[config.mk]
export PLATFORM = sky130hd
export DESIGN_NAME = uart_rx_fifo_flat
export DESIGN_NICKNAME = d
export VERILOG_FILES = /design/src/rtl/uart_rx_fifo_pkg.sv /design/src/rtl/uart_rx_fifo_if.sv /design/src/rtl/uart_rx_fifo_sync_fifo.sv /design/src/rtl/uart_rx_fifo.sv /design/src/flat_wrapper.sv
export SDC_FILE = /design/constraint.sdc
export NUM_CORES = 1
export LEC_CHECK = 0
export CAP_MARGIN = 20
export CORE_MARGIN = 4
export CORE_UTILIZATION = 50
export DETAILED_ROUTE_END_ITERATION = 16
export PLACE_DENSITY_LB_ADDON = 0.05
export SLEW_MARGIN = 20
export SYNTH_ARGS = -nofsm -noshare
export SYNTH_HDL_FRONTEND = slang
export SYNTH_HIERARCHICAL = 1
export SYNTH_SLANG_ARGS = --single-unit
[constraint.sdc]
create_clock -name clk -period 3.38 [get_ports clk]
set_input_delay 0.507 -clock clk [delete_from_list [all_inputs] [get_ports clk]]
set_output_delay 0.507 -clock clk [all_outputs]
set_load 0.005 [all_outputs]
[src/rtl/uart_rx_fifo_pkg.sv]
// Shared types and helpers for the UART receive path.
package uart_pkg;

  typedef enum logic [1:0] {
    PAR_NONE = 2'd0,
    PAR_ODD  = 2'd1,
    PAR_EVEN = 2'd2
  } parity_e;

  typedef enum logic [2:0] {
    ST_INIT,
    ST_IDLE,
    ST_START,
    ST_DATA,
    ST_PARITY,
    ST_STOP
  } rx_state_e;

  // Widest supported data field; helpers take zero-extended data.
  localparam int MAX_DATA_BITS = 9;

  // Parity bit a well-formed frame carries for the given data bits.
  function automatic logic parity_bit(input logic [MAX_DATA_BITS-1:0] bits,
                                      input parity_e mode);
    case (mode)
      PAR_ODD:  return ~^bits;
      PAR_EVEN: return ^bits;
      default:  return 1'b0;
    endcase
  endfunction

  // Two-out-of-three vote used to reject single-sample line noise.
  function automatic logic majority3(input logic a, input logic b, input logic c);
    return (a & b) | (a & c) | (b & c);
  endfunction

endpackage

[src/rtl/uart_rx_fifo_if.sv]
// Read side of the receive FIFO: show-ahead head, valid/ready pop, occupancy.
interface uart_rx_fifo_if #(
  parameter int DATA_BITS = 8,
  parameter int LEVEL_W   = 4
);
  logic [DATA_BITS-1:0] data;
  logic                 data_valid;
  logic                 data_ready;
  logic [LEVEL_W-1:0]   level;

  modport master (output data, output data_valid, output level, input data_ready);
  modport slave  (input data, input data_valid, input level, output data_ready);
endinterface

[src/rtl/uart_rx_fifo_sync_fifo.sv]
// Single-clock show-ahead FIFO; a push is visible at the head the next cycle.
module sync_fifo #(
  parameter int WIDTH = 8,
  parameter int DEPTH = 8
) (
  input  logic                       clk,
  input  logic                       nrst,
  input  logic                       push_i,
  input  logic [WIDTH-1:0]           push_data_i,
  input  logic                       pop_i,
  output logic [WIDTH-1:0]           pop_data_o,
  output logic                       full_o,
  output logic                       empty_o,
  output logic [$clog2(DEPTH):0]     level_o
);

  localparam int AW = $clog2(DEPTH);
  localparam int LW = AW + 1;

  logic [WIDTH-1:0] mem_q [DEPTH];
  logic [AW-1:0]    wr_ptr_q, rd_ptr_q;
  logic [LW-1:0]    level_q;
  logic             do_push, do_pop;

  assign empty_o = (level_q == '0);
  assign full_o  = (level_q == LW'(DEPTH));
  // Pop on empty is ignored; push on full is accepted only if the head leaves too.
  assign do_pop  = pop_i & ~empty_o;
  assign do_push = push_i & (~full_o | do_pop);

  // Head is forced to zero while empty so the output is defined out of reset.
  assign pop_data_o = empty_o ? '0 : mem_q[rd_ptr_q];
  assign level_o    = level_q;

  // Storage write.
  // NOTE: the array has no reset; only pointers and level need one, and a
  // reset here would turn the array into flops instead of a RAM.
  always_ff @(posedge clk) begin
    if (do_push) mem_q[wr_ptr_q] <= push_data_i;
  end

  // Pointer and occupancy bookkeeping; pointers wrap since DEPTH is a power of two.
  // NOTE: sequential state uses non-blocking assignments so every flop samples
  // the pre-edge values regardless of statement order.
  always_ff @(posedge clk or negedge nrst) begin
    if (!nrst) begin
      wr_ptr_q <= '0;
      rd_ptr_q <= '0;
      level_q  <= '0;
    end else begin
      if (do_push) wr_ptr_q <= wr_ptr_q + 1'b1;
      if (do_pop)  rd_ptr_q <= rd_ptr_q + 1'b1;
      level_q <= level_q + LW'(do_push) - LW'(do_pop);
    end
  end

endmodule

[src/rtl/uart_rx_fifo.sv]
// UART receiver with majority-vote sampling, frame checks, talk escape byte,
// receive FIFO and level-driven RTS.
module uart_rx_fifo
  import uart_pkg::*;
#(
  parameter int         CLKS_PER_BIT   = 32,
  parameter int         DATA_BITS      = 8,
  parameter int         PARITY         = 0,
  parameter int         STOP_BITS      = 1,
  parameter int         FIFO_DEPTH     = 8,
  parameter int         RTS_HIGH_WATER = FIFO_DEPTH - 2,
  parameter int         IDLE_BITS      = 9,
  parameter logic [7:0] TALK_BYTE      = 8'hFE
) (
  input  logic              clk,
  input  logic              nrst,
  input  logic              rx,
  output logic              rts,
  uart_rx_fifo_if.master    rd,
  output logic              talk,
  input  logic              talk_ack,
  output logic              framing_err,
  output logic              parity_err,
  output logic              overrun_err,
  input  logic              err_clr
);

  localparam int LW          = $clog2(FIFO_DEPTH) + 1;
  localparam int CNT_W       = $clog2(CLKS_PER_BIT);
  localparam int IDLE_CYCLES = IDLE_BITS * CLKS_PER_BIT;
  localparam int IDLE_W      = $clog2(IDLE_CYCLES);

  localparam logic [CNT_W-1:0]  CNT_LOAD  = CNT_W'(CLKS_PER_BIT - 1);
  localparam logic [CNT_W-1:0]  S_EARLY   = CNT_W'(CLKS_PER_BIT / 2 + 1);
  localparam logic [CNT_W-1:0]  S_MID     = CNT_W'(CLKS_PER_BIT / 2);
  localparam logic [CNT_W-1:0]  S_LATE    = CNT_W'(CLKS_PER_BIT / 2 - 1);
  localparam logic [IDLE_W-1:0] IDLE_LAST = IDLE_W'(IDLE_CYCLES - 1);
  localparam logic [LW-1:0]     HIGH_WATER = LW'(RTS_HIGH_WATER);
  localparam parity_e           PAR_MODE  = parity_e'(PARITY[1:0]);

  // Escape value compared against the configured number of data LSBs.
  localparam logic [MAX_DATA_BITS-1:0] TALK_EXT = {1'b0, TALK_BYTE};
  localparam logic [DATA_BITS-1:0]     TALK_CMP = TALK_EXT[DATA_BITS-1:0];

  rx_state_e            state_q;
  logic                 sync1_q, sync2_q;
  logic [CNT_W-1:0]     cnt_q;
  logic [IDLE_W-1:0]    idle_cnt_q;
  logic [3:0]           bit_idx_q;
  logic [1:0]           samp_q;
  logic [DATA_BITS-1:0] shreg_q;
  logic                 bad_q;
  logic                 rts_q, talk_q, framing_q, parity_q, overrun_q;

  logic                 rx_s;
  logic                 vote, at_vote, at_end, last_stop, is_talk;
  logic                 frame_ok, push;
  logic                 fifo_full, fifo_empty, pop_fire;

  assign rx_s = sync2_q;

  // Two-flop synchroniser for the asynchronous line; idles high.
  always_ff @(posedge clk or negedge nrst) begin
    if (!nrst) begin
      sync1_q <= 1'b1;
      sync2_q <= 1'b1;
    end else begin
      sync1_q <= rx;
      sync2_q <= sync1_q;
    end
  end

  // Bit-position strobes and the FIFO push decision for a completed frame.
  always_comb begin
    // NOTE: each combinational output gets a default first so no path can
    // leave one unassigned and infer a latch.
    vote      = majority3(samp_q[1], samp_q[0], rx_s);
    at_vote   = (cnt_q == S_LATE);
    at_end    = (cnt_q == '0);
    last_stop = (bit_idx_q == 4'(STOP_BITS - 1));
    is_talk   = (shreg_q == TALK_CMP);
    pop_fire  = rd.data_ready & ~fifo_empty;
    frame_ok  = 1'b0;
    push      = 1'b0;
    if (state_q == ST_STOP && at_vote && vote && last_stop) begin
      frame_ok = 1'b1;
      push     = ~bad_q & ~is_talk & (~fifo_full | pop_fire);
    end
  end

  // Receive FSM, sample capture, sticky flags and registered RTS.
  always_ff @(posedge clk or negedge nrst) begin
    if (!nrst) begin
      state_q    <= ST_INIT;
      cnt_q      <= CNT_LOAD;
      idle_cnt_q <= '0;
      bit_idx_q  <= '0;
      samp_q     <= 2'b11;
      shreg_q    <= '0;
      bad_q      <= 1'b0;
      rts_q      <= 1'b1;
      talk_q     <= 1'b0;
      framing_q  <= 1'b0;
      parity_q   <= 1'b0;
      overrun_q  <= 1'b0;
    end else begin
      // Free-running bit timer; reloaded at each boundary and on start detect.
      cnt_q <= at_end ? CNT_LOAD : cnt_q - 1'b1;
      if (cnt_q == S_EARLY) samp_q[1] <= rx_s;
      if (cnt_q == S_MID)   samp_q[0] <= rx_s;

      // Clears come first so a set later in this block wins in the same cycle.
      if (talk_ack) talk_q <= 1'b0;
      if (err_clr) begin
        framing_q <= 1'b0;
        parity_q  <= 1'b0;
        overrun_q <= 1'b0;
      end

      rts_q <= (state_q == ST_INIT) || (rd.level >= HIGH_WATER);

      case (state_q)
        ST_INIT: begin
          if (!rx_s) begin
            idle_cnt_q <= '0;
          end else if (idle_cnt_q == IDLE_LAST) begin
            idle_cnt_q <= '0;
            state_q    <= ST_IDLE;
          end else begin
            idle_cnt_q <= idle_cnt_q + 1'b1;
          end
        end
        ST_IDLE: begin
          if (!rx_s) begin
            state_q <= ST_START;
            cnt_q   <= CNT_LOAD;
            bad_q   <= 1'b0;
          end
        end
        ST_START: begin
          if (at_vote && vote) begin
            state_q <= ST_IDLE;
          end else if (at_end) begin
            state_q   <= ST_DATA;
            bit_idx_q <= '0;
          end
        end
        ST_DATA: begin
          if (at_vote) shreg_q <= {vote, shreg_q[DATA_BITS-1:1]};
          if (at_end) begin
            if (bit_idx_q == 4'(DATA_BITS - 1)) begin
              bit_idx_q <= '0;
              state_q   <= (PAR_MODE == PAR_NONE) ? ST_STOP : ST_PARITY;
            end else begin
              bit_idx_q <= bit_idx_q + 1'b1;
            end
          end
        end
        ST_PARITY: begin
          if (at_vote && (vote != parity_bit(MAX_DATA_BITS'(shreg_q), PAR_MODE))) bad_q <= 1'b1;
          if (at_end) state_q <= ST_STOP;
        end
        ST_STOP: begin
          if (at_vote) begin
            if (!vote) begin
              framing_q  <= 1'b1;
              idle_cnt_q <= '0;
              state_q    <= ST_INIT;
            end else if (frame_ok) begin
              if (bad_q)                      parity_q  <= 1'b1;
              else if (is_talk)               talk_q    <= 1'b1;
              else if (fifo_full && !pop_fire) overrun_q <= 1'b1;
              state_q <= ST_IDLE;
            end
          end else if (at_end) begin
            bit_idx_q <= bit_idx_q + 1'b1;
          end
        end
        default: state_q <= ST_INIT;
      endcase
    end
  end

  sync_fifo #(
    .WIDTH (DATA_BITS),
    .DEPTH (FIFO_DEPTH)
  ) u_fifo (
    .clk         (clk),
    .nrst        (nrst),
    .push_i      (push),
    .push_data_i (shreg_q),
    .pop_i       (rd.data_ready),
    .pop_data_o  (rd.data),
    .full_o      (fifo_full),
    .empty_o     (fifo_empty),
    .level_o     (rd.level)
  );

  assign rd.data_valid = ~fifo_empty;
  assign rts           = rts_q;
  assign talk          = talk_q;
  assign framing_err   = framing_q;
  assign parity_err    = parity_q;
  assign overrun_err   = overrun_q;

endmodule

[src/flat_wrapper.sv]
// flat-port wrapper written by rule: the top's interface ports become plain ports
module uart_rx_fifo_flat import uart_pkg::*;
#(
  parameter int         CLKS_PER_BIT   = 32,
  parameter int         DATA_BITS      = 8,
  parameter int         PARITY         = 0,
  parameter int         STOP_BITS      = 1,
  parameter int         FIFO_DEPTH     = 8,
  parameter int         RTS_HIGH_WATER = FIFO_DEPTH - 2,
  parameter int         IDLE_BITS      = 9,
  parameter logic [7:0] TALK_BYTE      = 8'hFE
)
  (clk, nrst, rx, rts, talk, talk_ack, framing_err, parity_err, overrun_err, err_clr, rd_data, rd_data_valid, rd_level, rd_data_ready);
  uart_rx_fifo_if #(.DATA_BITS(DATA_BITS), .LEVEL_W(4)) rd_i ();
  input  logic clk;
  input  logic nrst;
  input  logic rx;
  output logic rts;
  output logic talk;
  input  logic talk_ack;
  output logic framing_err;
  output logic parity_err;
  output logic overrun_err;
  input  logic err_clr;
  output wire logic [$bits(rd_i.data)-1:0] rd_data;
  output wire logic [$bits(rd_i.data_valid)-1:0] rd_data_valid;
  output wire logic [$bits(rd_i.level)-1:0] rd_level;
  input wire logic [$bits(rd_i.data_ready)-1:0] rd_data_ready;
  assign rd_data = rd_i.data;
  assign rd_data_valid = rd_i.data_valid;
  assign rd_level = rd_i.level;
  assign rd_i.data_ready = rd_data_ready;
  uart_rx_fifo #(.CLKS_PER_BIT(CLKS_PER_BIT), .DATA_BITS(DATA_BITS), .PARITY(PARITY), .STOP_BITS(STOP_BITS), .FIFO_DEPTH(FIFO_DEPTH), .RTS_HIGH_WATER(RTS_HIGH_WATER), .IDLE_BITS(IDLE_BITS), .TALK_BYTE(TALK_BYTE)) u_core (.clk(clk), .nrst(nrst), .rx(rx), .rts(rts), .rd(rd_i), .talk(talk), .talk_ack(talk_ack), .framing_err(framing_err), .parity_err(parity_err), .overrun_err(overrun_err), .err_clr(err_clr));
endmodule
== Word level (Yosys, flattened, before mapping) ==
Memory sizes are Yosys's and may differ from the RTL's.
Index checks and enable logic that the tools add are counted.

* Add/sub/neg operators: 7
* $lt $le $gt $ge: 1
* Equal/unequal tests: 28
* Multiplexer cells: 61
* Bitwise gates (word level): 14
* Reduce and logical (&&, ||, !) cells: 20

{| class="wikitable"
|+ Operator list
! kind !! number
|-
| two-way mux 9 bit || 4
|-
| two-way mux 3 bit || 11
|-
| two-way mux 1 bit || 32
|-
| two-way mux 4 bit || 6
|-
| one-hot mux 3 bit (6 select lines) || 1
|-
| one-hot mux 9 bit (2 select lines) || 1
|-
| inequality test 2 x 1 -> 1 bit, second input constant || 8
|-
| two-way mux 5 bit || 3
|-
| one-hot mux 4 bit (3 select lines) || 1
|-
| equality test 5 bit, second input constant || 2
|-
| inequality test 2 bit, second input constant || 5
|-
| adder 9 x 1 -> 9 bit, second input constant || 1
|-
| equality test 9 bit, second input constant || 1
|-
| AND reduction 9 bit || 1
|-
| equality test 8 bit, second input constant || 1
|-
| logical NOT 4 bit || 2
|-
| two-way mux 8 bit || 1
|-
| bitwise AND 1 bit || 7
|-
| adder 3 x 1 -> 3 bit, second input constant || 2
|-
| equality test 3 x 2 -> 1 bit, second input constant || 2
|-
| equality test 3 bit, second input constant || 2
|-
| logical AND 1 bit || 6
|-
| AND reduction 3 bit || 2
|-
| AND reduction 6 bit || 1
|-
| 22 further kinds || 28
|}

* Bits in registers: 49
* RAM bits: 64
* Bits of input ports: 6
* Output and inout port bits: 18
* Word-level logic and storage cells: 150
* Memories kept: 1

{| class="wikitable"
|+ Memories
! memory !! words !! bits a word !! rd ports !! clocked after memory_dff !! wr ports !! RTL line !! source
|-
| u_core.u_fifo.mem_q || 8 || 8 || 1 || 0 || 1 || uart_rx_fifo_sync_fifo.sv:20 || <nowiki>logic [WIDTH-1:0] mem_q [DEPTH];</nowiki>
|}

== Logic depth before layout (Yosys ltp) ==
Gate-level depths: netlist of run 1.

* Depth in word-level cells: 12
* Mapped depth: 13
* Gate-level depth less buffers: 12

== By module ==
The synthesis of run 1 kept the hierarchy.

{| class="wikitable"
|+ Modules (own cells, without submodules)
! module !! times used !! cells an instance !! area an instance (sq um) !! sequential area each (sq um)
|-
| sync_fifo || 1 || 189 || 3118.0 || 2172.1
|-
| uart_rx_fifo || 1 || 201 || 2117.0 || 988.4
|}

== Worst setup path before layout of run 1 ==
No wires, ideal clock.

* Kind: register to register
* From: register u_core.cnt_q[0]
* To: memory u_core.u_fifo.mem_q[0][0], enable pin
* Setup time: 0.395 ns
* Data arrival time: 2.996 ns
* Data required time: 2.985 ns
* Slack: -0.011 ns
* Cell stages (with the launch flop): 8
* Buffers on the path: 0
* Period minus slack after synthesis: 3.391 ns
* Path through: dfstp_2 > ha_1 > nand4b_1 > or2_1 > or4_1 > a21oi_1 > o21ai_4 > nor4_1

* Longest elaborated chain between the ends: 8

{| class="wikitable"
|+ RTL lines
! element !! RTL line !! source
|-
| from (decl) || uart_rx_fifo.sv:47 || <nowiki>logic [CNT_W-1:0] cnt_q;</nowiki>
|-
| from (signal assigned) || uart_rx_fifo.sv:108 || <nowiki>cnt_q <= at_end ? CNT_LOAD : cnt_q - 1'b1;</nowiki>
|-
| equality test 5 x 4 -> 1 bit || uart_rx_fifo.sv:78 || <nowiki>at_vote = (cnt_q == S_LATE);</nowiki>
|-
| logical AND 1 bit (3 in a row) || uart_rx_fifo.sv:85 || <nowiki>if (state_q == ST_STOP && at_vote && vote && last_stop) begin</nowiki>
|-
| two-way mux 1 bit || uart_rx_fifo.sv:85 ||
|-
| named net u_core.push || uart_rx_fifo.sv:57 || <nowiki>logic frame_ok, push;</nowiki>
|-
| bitwise AND 1 bit || uart_rx_fifo_sync_fifo.sv:29 || <nowiki>assign do_push = push_i & (~full_o | do_pop);</nowiki>
|-
| two-way mux 1 bit || uart_rx_fifo_sync_fifo.sv:39 || <nowiki>if (do_push) mem_q[wr_ptr_q] <= push_data_i;</nowiki>
|-
| two-way mux 1 bit (implied by the code) || uart_rx_fifo_sync_fifo.sv:39 ||
|-
| to (decl) || uart_rx_fifo_sync_fifo.sv:20 ||
|}

The timed path passes the listed nets, and every way through them passes these cells.

== Final worst setup path of run 1 ==
* From: register u_core.u_fifo.rd_ptr_q[1]
* To: output rd_data[0]

* Longest elaborated chain between the ends: 2

{| class="wikitable"
|+ RTL lines
! element !! RTL line !! source
|-
| from (decl) || uart_rx_fifo_sync_fifo.sv:21 || <nowiki>logic [AW-1:0] wr_ptr_q, rd_ptr_q;</nowiki>
|-
| from (signal assigned) || uart_rx_fifo_sync_fifo.sv:52 || <nowiki>if (do_pop) rd_ptr_q <= rd_ptr_q + 1'b1;</nowiki>
|-
| memory (8 x 8 bit) || n/a ||
|-
| two-way mux 8 bit || uart_rx_fifo_sync_fifo.sv:32 || <nowiki>assign pop_data_o = empty_o ? '0 : mem_q[rd_ptr_q];</nowiki>
|-
| to (decl) || flat_wrapper.sv:25 || <nowiki>output wire logic [$bits(rd_i.data)-1:0] rd_data;</nowiki>
|}

Every way passes these cells.

==> results of run 1 <==
layout by cell type (no fill, tap or decap), types with 4 or more instances in the layout:
cell type        instances
xnor2_1                  7
buf_4                   17
clkbuf_16               16
ha_1                    14
nand3_1                 10
inv_1                   19
nor2b_1                  6
dfrtp_1                 38
nor2_1                  16
a21oi_1                  7
and3_1                   4
clkdlybuf4s50_1         22
bufinv_16                4
nand4_1                  5
nand2_1                 18
nand3b_1                 4
inv_6                    5
o21ai_1                  5
a211o_1                  6
nand2b_1                 6
dfstp_2                 10
a22o_1                  24
o211ai_1                 4
nor3_1                  14
edfxtp_1                64
mux2_2                   9
mux2i_1                 33
flip-flops by register name, indices dropped and copies added (netlist names), 2 cells and up:
| signal | cells |
|---|---|
| u_core/u_fifo/rd_ptr_q | 3 |
| u_core/u_fifo/level_o | 4 |
| u_core/shreg_q | 8 |
| u_core/idle_cnt_q | 9 |
| u_core/cnt_q | 5 |
| u_core/u_fifo/mem_q | 64 |
| u_core/u_fifo/wr_ptr_q | 3 |
| u_core/samp_q | 2 |
| u_core/bit_idx_q | 4 |
| u_core/state_q | 3 |
logic make-up (layout without fill, tap and decap cells):
kind of cell / after synthesis / in the layout / share of synthesized area
AOI/OAI and AO/OA: 69 / 69 / 0.104
and+or+nand+nor: 105 / 105 / 0.117
muxes: 46 / 46 / 0.0925
adders and majority gates: 16 / 16 / 0.0394
xor gates and xnor gates: 8 / 8 / 0.0134
buffers and inverters: 33 / 92 / 0.0299
DFF: 113 / 113 / 0.604
layout make-up:
cell class	instances	area, um2
flip-flops and latches	113	3160
well taps	136	170
inverters	20	75.1
fillers	812	3970
clock inverters	14	201
clock buffers	18	418
multi-input cells	244	1920
repair buffers	40	353
synth_stat cells (3+ instances only):
cell      count
edfxtp_1     64
nand2b_1      6
o21ai_0       3
a21o_1        3
nor2b_1       6
buf_6         3
nand4_1       5
nand2_1      18
nand3b_1      4
clkbuf_1      4
o21ai_1       5
nand3_1      10
mux2i_1      33
ha_1         14
mux2_2        9
dfstp_2      10
a22o_1       24
dfrtp_1      39
a211o_1       6
inv_1        19
xnor2_1       7
nor3_1       14
nor2_1       16
and3_1        4
o211ai_1      4
a21oi_1       7
worst max path at each step:
stage                                     endpoint  depth (start not counted)                                   from
2_1_floorplan  u_core/u_fifo/mem_q[4][0]$_DFFE_PP_                          7              u_core/cnt_q[0]$_DFF_PN1_
3_3_place_gp    u_core/u_fifo/level_o[2]$_DFF_PN0_                         12        u_core/bit_idx_q[0]$_DFFE_PN0P_
3_5_place_dp    u_core/u_fifo/level_o[2]$_DFF_PN0_                         12        u_core/bit_idx_q[0]$_DFFE_PN0P_
4_1_cts                                 rd_data[0]                          5  u_core/u_fifo/rd_ptr_q[1]$_DFFE_PN0N_
5_1_grt        u_core/u_fifo/mem_q[4][1]$_DFFE_PP_                         10        u_core/bit_idx_q[0]$_DFFE_PN0P_
6_report                                rd_data[0]                          5  u_core/u_fifo/rd_ptr_q[1]$_DFFE_PN0N_
through the flow:
step / std cells / setup WS [ns] / cell area (um2) / hold slack [ns] / util
final: 585 / 0.195 / 6300 / 0.0524 / 0.613
after global routing: 585 / 0.0114 / 6300 / 0.0885 / 0.613
after CTS: 585 / 0.168 / 6300 / 0.0579 / 0.613
after detailed placement: 553 / 0.264 / 5680 / 0.349 / 0.553
after global placement: 553 / 0.367 / 5680 / 0.347 / 0.553
after floorplan: 390 / 0.125 / 5240 / 0.211 / -
layer usage:
metal  vias up  GRT usage  wire length (um)
met4         0     0.0528                65
met2        51      0.318              5360
met1      1623      0.237              4700
met5         -          0                 0
met3         8     0.0454               319
li1       1583          -                 -
power breakdown:
part	internal, mW	switching [mW]	total (mW)
Clock	1.21	0.641	1.85
Sequential	1.50	0.128	1.63
Combinational	0.544	0.408	0.952
Total	3.26	1.18	4.43
==> impl_metrics.tcl, run 1 <==
set metrics [dict create \
    critPathTopFamily "buffers and inverters" \
    arrival_ns 2.68 \
    max-slew-margin-rel 0.543 \
    wl_per_cell_um 17.8 \
    fin_crit_sh 0.942 \
    ant_nets 0 \
    cts_buffers 17 \
    yosysSeqAreaShare 0.604 \
    core_area_um2 10300 \
    ff2ff_path_depth 12 \
    syn-num-nets 411 \
    cts_tree "yes" \
    slowest_delay_ns 0.77 \
    vias_per_cell 5.58 \
    setup-violations-final 0 \
    yosysUniqueCellTypes 66 \
    max_freq_mhz 314 \
    ys.flop_type "edfxtp_1" \
    finalMaxSlewViolations 0 \
    grt_pass1_wl_um 16800 \
    ys_ff_latch 113 \
    grt_overflow 0 \
    path_class "flop to output pin" \
    holdBufCountCts 0 \
    grt_max_degree 30 \
    ctsResizeCount 0 \
    final_hold_viol_count 0 \
    grt_pass1_vias 3198 \
    crit_slowest_cell "dfrtp_2" \
    cp_max_fo 22 \
    rsz0062_at_grt "no" \
    dp_hpwl_um 7110 \
    drive_gt1_frac 0.187 \
    start_util 0.509 \
    hp-class "input pin to asynchronous set/reset pin" \
    h-tree-depth 4 \
    maxCapViolations 0 \
    yosysTopAreaCell "edfxtp_1" \
    drc_errors 0 \
    antenna_found_initial 0 \
    power_mw 4.43 \
    nNetsFinal 457 \
    reg2reg_setup_slack_ns 0.29 \
    crit_path_start_kind "flop" \
    worstReg2RegEnd "u_core/u_fifo/level_o[2]$_DFF_PN0_" \
    crit_required_ns 2.87 \
    status "finished, final reports clean" \
    min_period_ns 3.19 \
    first_pass_iters 5 \
    async_flop_share 0.434 \
    tns_ns 0 \
    yosys-top-cells-area "edfxtp_1 (37%), dfrtp_1 (19%), mux2i_1 (6.3%), dfstp_2 (5.0%), a22o_1 (4.0%)" \
    worstPathCellList "buf_4 > mux2i_1 > a22o_1 > nor3_1 > clkdlybuf4s50_1" \
    boundaryPins 24 \
    gp_congestion 0.813 \
    postSynthAreaPerCell_um2 13.4 \
    cts_root_buf "clkbuf_8" \
    end_kind "output pin" \
    routed_wl_um 10400 \
    yosys_warnings 6 \
    clkLatencyLatePin_ns 0.50 \
    io_buffers 23 \
    die-width_um 110 \
    cts.path.max_buffers 2 \
    synth_edf_count 64 \
    fp.dieH_um 110 \
    drtIter0Drc 104 \
    synth_area_um2 5240 \
    power_density_nw_per_um2 703 \
    worst_pin_slew_ns 0.685 \
    areaGrowthSynthToFinish_pct 20.4 \
    vias 3265 \
    die-area_um2 12200 \
    post-cts-setup-buffers 0 \
    grt_usage 0.186 \
    netlist.area_leader.share 0.367 \
    placementRows 37 \
    crit_buf_inv 2 \
    synth_cells 390 \
    ir_drop_v 0.000433 \
    power_leakage_nw 2.65 \
    r2r_start "u_core/bit_idx_q[0]$_DFFE_PN0P_" \
    fin_worst_skew_ns 0.0102 \
    clkTransAtPathRegs_ns 0.06 \
    diodes 0 \
    cts.sinks 113 \
]
No activity file was read; power rests on OpenSTA's default activity.
==> run 2, diff against run 1 <==
- RECOVER_POWER: unset -> 50
==> impl_metrics.tcl, run 2 (synthesized netlist as in run 1, its figures left out) <==
set metrics [dict create \
    tns_ns 0 \
    worstReg2RegEnd "u_core/u_fifo/level_o[2]$_DFF_PN0_" \
    p_sw_mw 1.18 \
    power_leakage_nw 2.63 \
    fin_worst_skew_ns 0.0117 \
    cts_buffers 17 \
    combPwrFrac 0.214 \
    setup_slack_ns 0.184 \
    h-tree-depth 4 \
    top_regs "u_core/u_fifo/mem_q (64), u_core/idle_cnt_q (9), u_core/shreg_q (8)" \
    holdWs_ns 0.357 \
    r2r_start "u_core/bit_idx_q[0]$_DFFE_PN0P_" \
    met1_length_um 4780 \
    fin_crit_sh 0.945 \
    gp_congestion 0.813 \
    cts_root_buf "clkbuf_8" \
    cts.sinks 113 \
    final_hold_viol_count 0 \
    crit_buf_inv 2 \
    drc_errors 0 \
    violations "max-capacitance violations, max-slew violations" \
    slowest_delay_ns 0.76 \
    drtIter0Drc 94 \
    largest-register "u_core/u_fifo/mem_q" \
    placementRows 37 \
    dp_hpwl_um 7110 \
    ant_nets 0 \
    grt_overflow 0 \
    first_pass_iters 4 \
    arrival_ns 2.69 \
    areaGrowthSynthToFinish_pct 20.2 \
    drive_gt1_frac 0.176 \
    die-area_um2 12200 \
    rsz0062_at_grt "no" \
    power_density_nw_per_um2 704 \
    io_buffers 23 \
    grt_pass1_wl_um 16800 \
    routed_wl_um 10500 \
    die-width_um 110 \
    wl_per_cell_um 17.9 \
    grt_pass1_vias 3198 \
    ir_drop_v 0.000435 \
    dp_slack_ns 0.264 \
    crit_required_ns 2.87 \
    ff_latch_area_um2 3160 \
    post-cts-setup-buffers 0 \
    multiInputGateArea_um2 1920 \
    met3_length_um 224 \
    reg2reg_setup_slack_ns 0.27 \
    p_int_mw 3.25 \
    max-slew-margin-rel -0.0910 \
    cp_max_fo 22 \
    wl_met2_um 5410 \
    min_period_ns 3.20 \
    vias_per_cell 5.57 \
    core_area_um2 10300 \
    grt_usage 0.186 \
    status "complete, but fails checks" \
    cts.path.max_buffers 2 \
    fp.dieH_um 110 \
    holdBufCountCts 0 \
    clkLatencyLatePin_ns 0.50 \
    path_class "flop to output pin" \
    antenna_found_initial 0 \
    critPathTopFamily "buffers and inverters" \
    crit_slowest_cell "dfrtp_2" \
    ff2ff_path_depth 12 \
    cts_tree "yes" \
    swShare 0.266 \
    largest_reg_flops 64 \
    topRoutingLayerUsed "met4" \
    max_freq_mhz 313 \
    maxCapViolations 1 \
    ctsResizeCount 0 \
    setup-violations-final 0 \
    clkTransAtPathRegs_ns 0.06 \
    layout_commonest_cell "edfxtp_1" \
    nNetsFinal 457 \
    hp-class "flop to flop" \
    final_cell_mix "edfxtp_1 (64), dfrtp_1 (38), mux2i_1 (33), a22o_1 (24), clkdlybuf4s50_1 (21)" \
    fillers 819 \
    grt_max_degree 30 \
    finalMaxSlewViolations 30 \
    pwr-share-seq 0.368 \
    whs_endpoint "u_core/rx_s$_DFF_PN1_" \
    worstPathCellList "buf_4 > mux2i_1 > a22o_1 > nor3_1 > clkdlybuf4s50_1" \
    diodes 0 \
    end_kind "output pin" \
    vias 3257 \
    power_frac_clock 0.417 \
    worst_pin_slew_ns 1.64 \
    start_util 0.509 \
    crit_path_start_kind "flop" \
    min_path_cells 0 \
    worstHoldStart "u_core/sync1_q$_DFF_PN1_" \
    boundaryPins 24 \
]
## run 2: changes by cell type in the layout (fill, tap and decap cells not counted), sizes merged
cell           delta
clkdlybuf4s50     -1
clkbuf            +4
buf               -4
dlygate4sd3       +1
## run 2: worst max-delay path by stage
| stage | from | slack (ns) | to | depth (start not counted) |
|---|---|---|---|---|
| floorplan | u_core/cnt_q[0]$_DFF_PN1_ | 0.12 | u_core/u_fifo/mem_q[4][0]$_DFFE_PP_ | 7 |
| global placement | u_core/bit_idx_q[0]$_DFFE_PN0P_ | 0.37 | u_core/u_fifo/level_o[2]$_DFF_PN0_ | 12 |
| detailed placement | u_core/bit_idx_q[0]$_DFFE_PN0P_ | 0.26 | u_core/u_fifo/level_o[2]$_DFF_PN0_ | 12 |
| CTS | u_core/u_fifo/rd_ptr_q[1]$_DFFE_PN0N_ | 0.17 | rd_data[0] | 5 |
| global route | u_core/bit_idx_q[0]$_DFFE_PN0P_ | 0.01 | u_core/u_fifo/mem_q[4][1]$_DFFE_PP_ | 10 |
| finish | u_core/u_fifo/rd_ptr_q[1]$_DFFE_PN0N_ | 0.18 | rd_data[0] | 5 |
## run 2: area by class of cell
| class | count | area share |
|---|---|---|
| clock buffer | 18 | 0.0664 |
| clock inverter | 14 | 0.0320 |
| inverter | 20 | 0.0119 |
| multi-input combinational | 244 | 0.306 |
| sequential | 113 | 0.503 |
| tap | 136 | 0.0270 |
| timing repair buffer | 40 | 0.0541 |
## run 2: routing by layer
| layer | track usage | up-vias |
|---|---|---|
| met2 | 0.318 | 32 |
| li1 | - | 1583 |
| met1 | 0.237 | 1640 |
| met3 | 0.0454 | 2 |
| met5 | 0 | - |
| met4 | 0.0528 | 0 |
## run 2: worst register-to-register path, stage by stage (launching register included)
cell and delay, ns:
dfrtp_1 0.39, inv_1 0.09, ha_1 0.14, or3b_1 0.35, nand2b_1 0.19, or4_1 0.52
a21oi_1 0.32, nand2_1 0.10, mux2i_1 0.16, ha_1 0.19, inv_1 0.05, fa_1 0.37
xnor2_1 0.13
## run 2: power groups by stage
| stage | sequential, mW | clock [mW] | combinational (mW) |
|---|---|---|---|
| after floorplan | 1.58 | 0 | 0.645 |
| after global placement | 1.66 | 0 | 0.954 |
| after detailed placement | 1.66 | 0 | 0.966 |
| after CTS | 1.63 | 1.88 | 0.966 |
| after global routing | 1.65 | 1.95 | 1.04 |
| final | 1.63 | 1.85 | 0.950 |
## run 2: metrics by stage
| stage | instances | utilization | power [mW] | area [um2] |
|---|---|---|---|---|
| finish | 585 | 0.612 | 4.43 | 6290 |
| global route | 585 | 0.612 | 4.63 | 6290 |
| CTS | 585 | 0.613 | 4.48 | 6300 |
| detailed placement | 553 | 0.553 | 2.63 | 5680 |
| global placement | 553 | 0.553 | 2.61 | 5680 |
| floorplan | 390 | - | 2.23 | 5240 |
==> edit: new RTL, flow settings as in run 2 <==
`PARITY` is set to 0 in 2 places; all go to 1.
--- a/src/rtl/uart_rx_fifo.sv
+++ b/src/rtl/uart_rx_fifo.sv
@@ -6,5 +6,5 @@
   parameter int         CLKS_PER_BIT   = 32,
   parameter int         DATA_BITS      = 8,
-  parameter int         PARITY         = 0,
+  parameter int         PARITY         = 1,
   parameter int         STOP_BITS      = 1,
   parameter int         FIFO_DEPTH     = 8,
--- a/src/flat_wrapper.sv
+++ b/src/flat_wrapper.sv
@@ -4,5 +4,5 @@
   parameter int         CLKS_PER_BIT   = 32,
   parameter int         DATA_BITS      = 8,
-  parameter int         PARITY         = 0,
+  parameter int         PARITY         = 1,
   parameter int         STOP_BITS      = 1,
   parameter int         FIFO_DEPTH     = 8,
Function: no difference found for any inputs over 10 cycles, from zero or initial values and one cycle with nrst low; that may be too few to reach the edited logic, so the function may still have changed.
==> edit against run 2 <==
The run still ends with max-capacitance violations, max-slew violations left; routed wire length decreased by 5.8%; count of clock-buffer cells in the layout unchanged; total power decreased by 0.65%; hold slack improved by 0.0043 ns; sequential cell count unchanged; global-route usage decreased by 0.23 points; cell area decreased by 0.58%; first-iteration DRC count increased by 29%; utilization decreased by 0.35 points; sequential power decreased by 3%; setup slack improved by 0.21 ns; synthesized cell count increased by 1.5%; area after synthesis increased by 0.14%; critical path type unchanged.
==> edit: results (changes against run 2) <==
place:
  pre_cts_slack_ns: 0.5343  # +0.2702 ns
  post-dp-hpwl_mm: 6.703  # -5.8%
  gp_congestion: 0.7989  # -1.7%
detailed_routing:
  via_per_inst: 5.493  # -1.3%
  first_pass_iters: 5  # +1
  drt-total-wl_mm: 9.845  # -5.8%
logic_synthesis:
  synthDistinctLibCells: 63  # -4.5%
  synth_nets: 421  # +2.4%
  yosysSeqAreaShare_pct: 60.29  # -0.086 points
  synth_common_cells: "edfxtp_1, dfrtp_1, mux2i_1, nand2_1, ha_1"
global_route:
  grt_usage_pct: 18.41  # -0.23 points
  first_global_vias: 3226  # +0.88%
  gr-usage-met1_pct: 21.96  # -1.7 points
  grt_max_degree: 46  # +53%
power_and_ir_drop:
  ir_drop_v: 0.0003213  # -26%
  net-switching-power_mw: 1.095  # -7.1%
  power.leakage_nw: 2.636  # about the same
timing:
  max_freq_ghz: 0.3350  # +7.1%
  drv_slew: 46  # +53%
  worst_clock_skew_ns: 0.008938  # -0.002786 ns
status:
  failed_checks: "max-capacitance violations, max-slew violations"
  status: "finished, violations left"
final_layout:
  drive_gt1_share_pct: 14.89  # -2.7 points
setup_path:
  cp_max_fo: 11  # -50%
  crit_start: "u_core/u_fifo/level_o[2]"
  cp.arrival_ns: 2.48  # -0.21 ns
  reg2reg_from: "u_core/cnt_q[0]"
  cp_slowest_cell: "clkdlybuf4s50_1"
flow_run:
  drv_cap: 1  # unchanged
[edit: changes by cell type in the layout (fill, tap and decap cells not counted), moves of 6 or more]
| cell | run 2 | this run |
|---|---|---|
| a22o_1 | 24 | 16 |
| o21ai_0 | 3 | 13 |
| a211o_1 | 6 | 0 |
| nand2_1 | 18 | 29 |
[edit: metrics by stage]
| stage | utilization [%] | power (mW) | instances | hold WS [ns] |
|---|---|---|---|---|
| final | 60.86 | 4.403 | 586 | 0.3613 |
| after CTS | 61.01 | 4.477 | 586 | 0.1907 |
| after detailed placement | 55.06 | 2.633 | 555 | 0.3548 |
| after global placement | 55.06 | 2.621 | 555 | 0.3551 |
| after global routing | 60.86 | 4.619 | 586 | 0.3628 |
| after floorplan | - | 2.226 | 396 | 0.2114 |
[edit: power groups by stage]
stage                     clock [mW]  combinational, mW  sequential, mW
after floorplan                    0              0.645            1.58
after global placement             0               1.02            1.60
after detailed placement           0               1.03            1.60
after CTS                       1.86               1.04            1.58
after global routing            1.93               1.10            1.59
final                           1.82               1.01            1.58
[edit: cells by family (layout without fill, tap and decap cells)]
family	count (synthesis)	after routing	share of synthesized area [%]
AOI/OAI and AO/OA	63	63	9.213
muxes	48	48	9.547
xor gates and xnor gates	13	13	2.172
DFF	113	113	60.29
and+or+nand+nor	110	110	11.12
adders and majority gates	20	20	4.893
buffers and inverters	29	83	2.768
[edit: metal layers]
layer  wire length, microns  vias to the layer above
met5                      0                        -
met4                    110                        0
met3                    276                       12
met2                   5272                       50
met1                   4185                     1582
li1                       -                     1575
[edit: area by class of cell]
type                       instances  share of cell area, %
clock buffer                      18                  6.681
timing repair buffer              35                  5.101
sequential                       113                  50.53
clock inverter                    13                  3.081
tap                              136                  2.721
multi-input combinational        254                  30.87
inverter                          17                  1.020
